File: config.mk
export PLATFORM = sky130hd
export DESIGN_NAME = dcache_responder
export DESIGN_NICKNAME = d
export VERILOG_FILES = /design/src/rtl/dcache_responder.sv
export SDC_FILE = /design/constraint.sdc
export NUM_CORES = 1
export LEC_CHECK = 0
export ABC_CLOCK_PERIOD_IN_PS = 5000
export CORE_ASPECT_RATIO = 1.1
export CORE_UTILIZATION = 35
export DETAILED_ROUTE_END_ITERATION = 6
export SLEW_MARGIN = 0
export SYNTH_ARGS = -nofsm -noshare
export SYNTH_HDL_FRONTEND = slang
export SYNTH_SLANG_ARGS = --single-unit
File: constraint.sdc
create_clock -name i_clk -period 5 [get_ports i_clk]
set_clock_uncertainty 0.05 [all_clocks]
set_input_delay 0.5 -clock i_clk [delete_from_list [all_inputs] [get_ports i_clk]]
set_output_delay 0.5 -clock i_clk [all_outputs]
set_load 0.02 [all_outputs]
File: src/rtl/dcache_responder.sv
// dcache_responder: direct-mapped, write-through, no-write-allocate data cache
// that sits between the pipeline's MEM-stage data-request interface and physical memory.
//
// Ports:
//   i_clk, i_rst_n     clock; synchronous active-low reset
//   i_req_rw           request valid, held by the initiator until o_rw_resp
//   i_wr_en            1 = store, 0 = load
//   i_addr             byte address
//   i_wdata, i_byte_en store data and byte mask ([1] = high byte)
//   o_rw_resp          one-cycle completion pulse
//   o_rdata            load data; holds its last value outside the response cycle
//   o_pmem_read        line-fill request (line-aligned o_pmem_addr)
//   o_pmem_write       word write-through request (word-aligned o_pmem_addr)
//   o_pmem_addr, o_pmem_wdata, o_pmem_wmask  physical-memory request fields
//   i_pmem_rdata       fill line data
//   i_pmem_resp        one-cycle physical-memory completion
module dcache_responder #(
  parameter int unsigned INDEX_BITS  = 3,
  parameter int unsigned OFFSET_BITS = 4,
  parameter int unsigned TAG_BITS    = 16 - INDEX_BITS - OFFSET_BITS
) (
  input  logic                          i_clk,
  input  logic                          i_rst_n,
  input  logic                          i_req_rw,
  input  logic                          i_wr_en,
  input  logic [15:0]                   i_addr,
  input  logic [15:0]                   i_wdata,
  input  logic [1:0]                    i_byte_en,
  output logic                          o_rw_resp,
  output logic [15:0]                   o_rdata,
  output logic                          o_pmem_read,
  output logic                          o_pmem_write,
  output logic [15:0]                   o_pmem_addr,
  output logic [15:0]                   o_pmem_wdata,
  output logic [1:0]                    o_pmem_wmask,
  input  logic [(8 << OFFSET_BITS)-1:0] i_pmem_rdata,
  input  logic                          i_pmem_resp
);

  localparam int unsigned Lines    = 1 << INDEX_BITS;
  localparam int unsigned LineBits = 8 << OFFSET_BITS;

  typedef enum logic [1:0] {StIdle, StFill, StWrite, StResp} state_e;

  state_e r_state, w_state_next;

  // Request captured at acceptance; later input changes are ignored.
  logic [15:0] r_addr;
  logic        r_wr_en;
  logic [15:0] r_wdata;
  logic [1:0]  r_byte_en;
  logic        r_hit;
  logic [15:0] r_rdata;

  logic [Lines-1:0]    r_valid;
  logic [TAG_BITS-1:0] r_tag  [Lines];
  logic [LineBits-1:0] r_data [Lines];

  // Lookup on the live request, used only at the acceptance edge.
  logic [TAG_BITS-1:0]    w_in_tag;
  logic [INDEX_BITS-1:0]  w_in_index;
  logic [OFFSET_BITS-2:0] w_in_word;
  logic [LineBits-1:0]    w_in_line;
  logic                   w_hit;
  logic [15:0]            w_hit_word;

  assign w_in_tag   = i_addr[15 -: TAG_BITS];
  assign w_in_index = i_addr[OFFSET_BITS +: INDEX_BITS];
  assign w_in_word  = i_addr[OFFSET_BITS-1:1];
  assign w_in_line  = r_data[w_in_index];
  assign w_hit      = r_valid[w_in_index] && (r_tag[w_in_index] == w_in_tag);
  assign w_hit_word = w_in_line[{w_in_word, 4'b0000} +: 16];

  // Fields of the latched request.
  logic [TAG_BITS-1:0]    w_tag;
  logic [INDEX_BITS-1:0]  w_index;
  logic [OFFSET_BITS-2:0] w_word;
  logic                   w_unused_addr0;

  assign w_tag          = r_addr[15 -: TAG_BITS];
  assign w_index        = r_addr[OFFSET_BITS +: INDEX_BITS];
  assign w_word         = r_addr[OFFSET_BITS-1:1];
  assign w_unused_addr0 = r_addr[0];  // byte lane within a word never selects a word

  always_ff @(posedge i_clk) begin
    if (!i_rst_n) begin
      r_state <= StIdle;
    end else begin
      r_state <= w_state_next;
    end
  end

  always_comb begin
    w_state_next = r_state;
    o_rw_resp    = 1'b0;
    o_pmem_read  = 1'b0;
    o_pmem_write = 1'b0;
    o_pmem_addr  = '0;
    o_pmem_wdata = '0;
    o_pmem_wmask = '0;
    unique case (r_state)
      StIdle: begin
        if (i_req_rw) begin
          if (i_wr_en)    w_state_next = StWrite;
          else if (w_hit) w_state_next = StResp;
          else            w_state_next = StFill;
        end
      end
      StFill: begin
        o_pmem_read = 1'b1;
        o_pmem_addr = {r_addr[15:OFFSET_BITS], {OFFSET_BITS{1'b0}}};
        if (i_pmem_resp) w_state_next = StResp;
      end
      StWrite: begin
        o_pmem_write = 1'b1;
        o_pmem_addr  = {r_addr[15:1], 1'b0};
        o_pmem_wdata = r_wdata;
        o_pmem_wmask = r_byte_en;
        if (i_pmem_resp) w_state_next = StResp;
      end
      // Always return through IDLE so a still-held req_rw is not accepted twice.
      StResp: begin
        o_rw_resp    = 1'b1;
        w_state_next = StIdle;
      end
      default: w_state_next = StIdle;
    endcase
  end

  assign o_rdata = r_rdata;

  always_ff @(posedge i_clk) begin
    if (!i_rst_n) begin
      r_valid   <= '0;
      r_rdata   <= '0;
      r_addr    <= '0;
      r_wr_en   <= 1'b0;
      r_wdata   <= '0;
      r_byte_en <= '0;
      r_hit     <= 1'b0;
    end else begin
      unique case (r_state)
        StIdle: begin
          if (i_req_rw) begin
            r_addr    <= i_addr;
            r_wr_en   <= i_wr_en;
            r_wdata   <= i_wdata;
            r_byte_en <= i_byte_en;
            r_hit     <= w_hit;
            if (!i_wr_en && w_hit) r_rdata <= w_hit_word;
          end
        end
        StFill: begin
          if (i_pmem_resp) begin
            r_data[w_index]  <= i_pmem_rdata;
            r_tag[w_index]   <= w_tag;
            r_valid[w_index] <= 1'b1;
            r_rdata          <= i_pmem_rdata[{w_word, 4'b0000} +: 16];
          end
        end
        StWrite: begin
          // Only lines present at acceptance are updated; misses never allocate.
          if (i_pmem_resp && r_hit && r_wr_en) begin
            if (r_byte_en[0]) r_data[w_index][{w_word, 4'b0000} +: 8] <= r_wdata[7:0];
            if (r_byte_en[1]) r_data[w_index][{w_word, 4'b1000} +: 8] <= r_wdata[15:8];
          end
        end
        StResp: begin
        end
        default: begin
        end
      endcase
    end
  end

endmodule

==> flow_summary.yaml <==
status:
  status: "completed"
synth:
  yosysMostFrequentCell: "edfxtp_1"
  netlist.area_leader.share_pct: 68.6
  ys_seq_area_share_pct: 71.2
  synthesis.nets: 2882
  synth-seq-cells: 1157
  synth_ff_type: "edfxtp_1"
  yosysUniqueCellTypes: 57
  ys_top_cells_by_area: "edfxtp_1, mux4_2, dfxtp_1"
  syn_area_per_cell_sq_um: 17.7
  synth_edf_count: 1096
  yosysTopAreaCell: "edfxtp_1"
  synthArstFlopShare_pct: 0
  synth_warnings: 0
  syn_inst: 2703
  syn_area_sq_um: 48000
  synthTopCellsByCount: "edfxtp_1, mux4_2, nand2_1"
sta:
  fin_crit_sh_pct: 77.1
  final.setup.worst_slack_ps: 1150
  rsz0062_at_grt: "no"
  fin_crit_ps: 3850
  setup_tns_ps: 0
  hold_violations: 0
  whs_ps: 264
  final-setup-viol-count: 0
  tightest_slew_ps: 1250
  final_max_slew_viol_count: 0
  slew_headroom_pct: 15.8
  fmax_mhz: 260
setup_path:
  required_ps: 4450
  end_kind: "output pin"
  max_stage_delay_ps: 610
  crit_path_cell_trace: "inv_1 > ha_1 > inv_1 > nor2_1 > and2_1 > clkdlybuf4s50_1"
  slowest_stage: "clkdlybuf4s50_1"
  arrival_ps: 3300
  cpMostUsedCell: "inv_1"
  crit_fanout: 12
  start_kind: "register"
  critPathKind: "register to output pin"
cells_and_area:
  fin_area_sq_um: 56600
  num-nets-final: 3208
  fin_util_pct: 41.6
  layout-drive-gt1-share_pct: 22.2
  syn2layout_area_growth_pct: 18.1
  n_fill_cell: 12200
clock_tree:
  cts-root-buf: "clkbuf_16"
  postCtsSetupBuffers: 0
  ctsHtreeMaxLevel: 3
  cts_tree: "yes"
  cts_resized: 0
  ctsHoldBuffers: 0
  cts_buffers: 119
  cts_buffer_depth: 3
  cts.sinks: 1157
  path_clk_slew_ps: 70
  clock_latency_ps: 720
place:
  pre_cts_ws_ps: 1060
  dpl_cell_area_sq_um: 52800
  place_congestion: 0.894
  dp_hpwl_um: 99300
  port_buffers: 217
routing:
  drtIter0Drc: 3605
  drt-pass1-iter-count: 6
  viasPerCell: 5.57
  vias: 27500
  drc: 0
  wl_um: 143000
  ant_nets: 0
  wire_per_inst_um: 28.9
floorplan:
  die_area_sq_um: 139000
  io_pins: 220
  initial_utilization_pct: 35.2
  core-area_sq_um: 136000
  die_width_um: 355
  rows: 142
  fp.dieH_um: 390
pwr:
  powerDensity_nw_per_um2: 397
  irDropWorstVdd_uv: 304
  leakagePower_nw: 18.2
global_route:
  grt_start_max_net_pins: 68
  grtUsageTotal_pct: 20.4
  grt_overflow: 0
  grt_pass1_vias: 27200
  grt_pass1_wl_um: 201000
  antenna_found_initial: 24
worst_hold_path:
  hp-class: "primary input to register"
flow_run:
  max_cap_violations: 0
power by group:
group,total [mW],internal [mW],switching [mW]
clock,8.66,4.97,3.69
sequential,11.1,10.8,0.279
combinational,2.68,0.984,1.70
metrics by stage:
stage / std cells / power, mW
floorplan: 2703 / 12.6
global placement: 4708 / 13.9
detailed placement: 4708 / 14.0
CTS: 4929 / 22.5
global route: 4934 / 23.1
finish: 4936 / 22.5
path summary, 6_finish.rpt:
kind              startpoint               to  slack [ps]  cells past startpoint
hold reg to reg   r_valid[7]       r_valid[7]         400                      1
setup reg to reg   r_addr[1]   r_data[4][115]        1290                      7
setup / recovery  r_state[0]  o_pmem_addr[15]        1150                      6
hold / removal     i_addr[6]        r_addr[6]         260                      3
cells in the final DEF (no fill, tap or decap), types with 13 or more instances in the layout:
master / n
a21oi_1: 39
nand2_1: 308
mux2_2: 24
buf_4: 163
a22oi_1: 26
and2_1: 33
a211oi_1: 23
o21ai_0: 115
clkinv_1: 21
clkbuf_1: 33
o22ai_1: 16
mux4_2: 313
nand4_1: 13
a221oi_1: 13
dfxtp_1: 59
mux2i_1: 64
nor2_1: 152
clkinv_2: 21
nand3_1: 40
edfxtp_1: 1096
clkbuf_16: 121
inv_1: 34
clkdlybuf4s50_1: 210
nand2b_1: 14
per-layer routing:
layer	routed length [um]	global-route usage, %	vias up
met5	117	0	-
met4	4950	6.87	20
met3	14600	5.24	293
met2	66100	31.9	1447
met1	57100	27.8	14300
li1	-	-	11500
sequential cells by signal, indices dropped and copies added (netlist names):
signal and flops:
r_addr 15, r_byte_en 2, r_wdata 16, r_tag 72
r_valid 8, o_rdata 16, r_state 2, r_hit 1
r_wr_en 1, r_data 1024
layout make-up:
class	count	area, sq um	share of cell area, %
antenna	7	17.5	0.0309
timing repair buffer	387	3530	6.23
tap	1800	2250	3.98
clock buffer	162	3260	5.76
clock inverter	59	539	0.952
sequential	1157	34100	60.3
inverter	35	131	0.232
multi-input combinational	1329	12800	22.5
logic make-up (layout without fill, tap and decap cells):
family	Yosys count	after routing	synth area share [%]
AOI/OAI and AO/OA	306	306	4.07
other	1	8	0.00782
muxes	401	401	16.6
xor gates and xnor gates	9	9	0.164
DFF	1157	1157	71.2
and+or+nand+nor	600	600	5.39
adders and majority gates	12	12	0.313
buffers and inverters	217	643	2.28
critical path, delay by kind of cell, from the launching register on:
family	cells	cell delay [ps]
buffers and inverters	3	860
adder cells (fa/ha/maj)	1	590
flip-flops	1	360
AND/OR/NAND/NOR	2	770
Power figures use the tool's default switching activity.
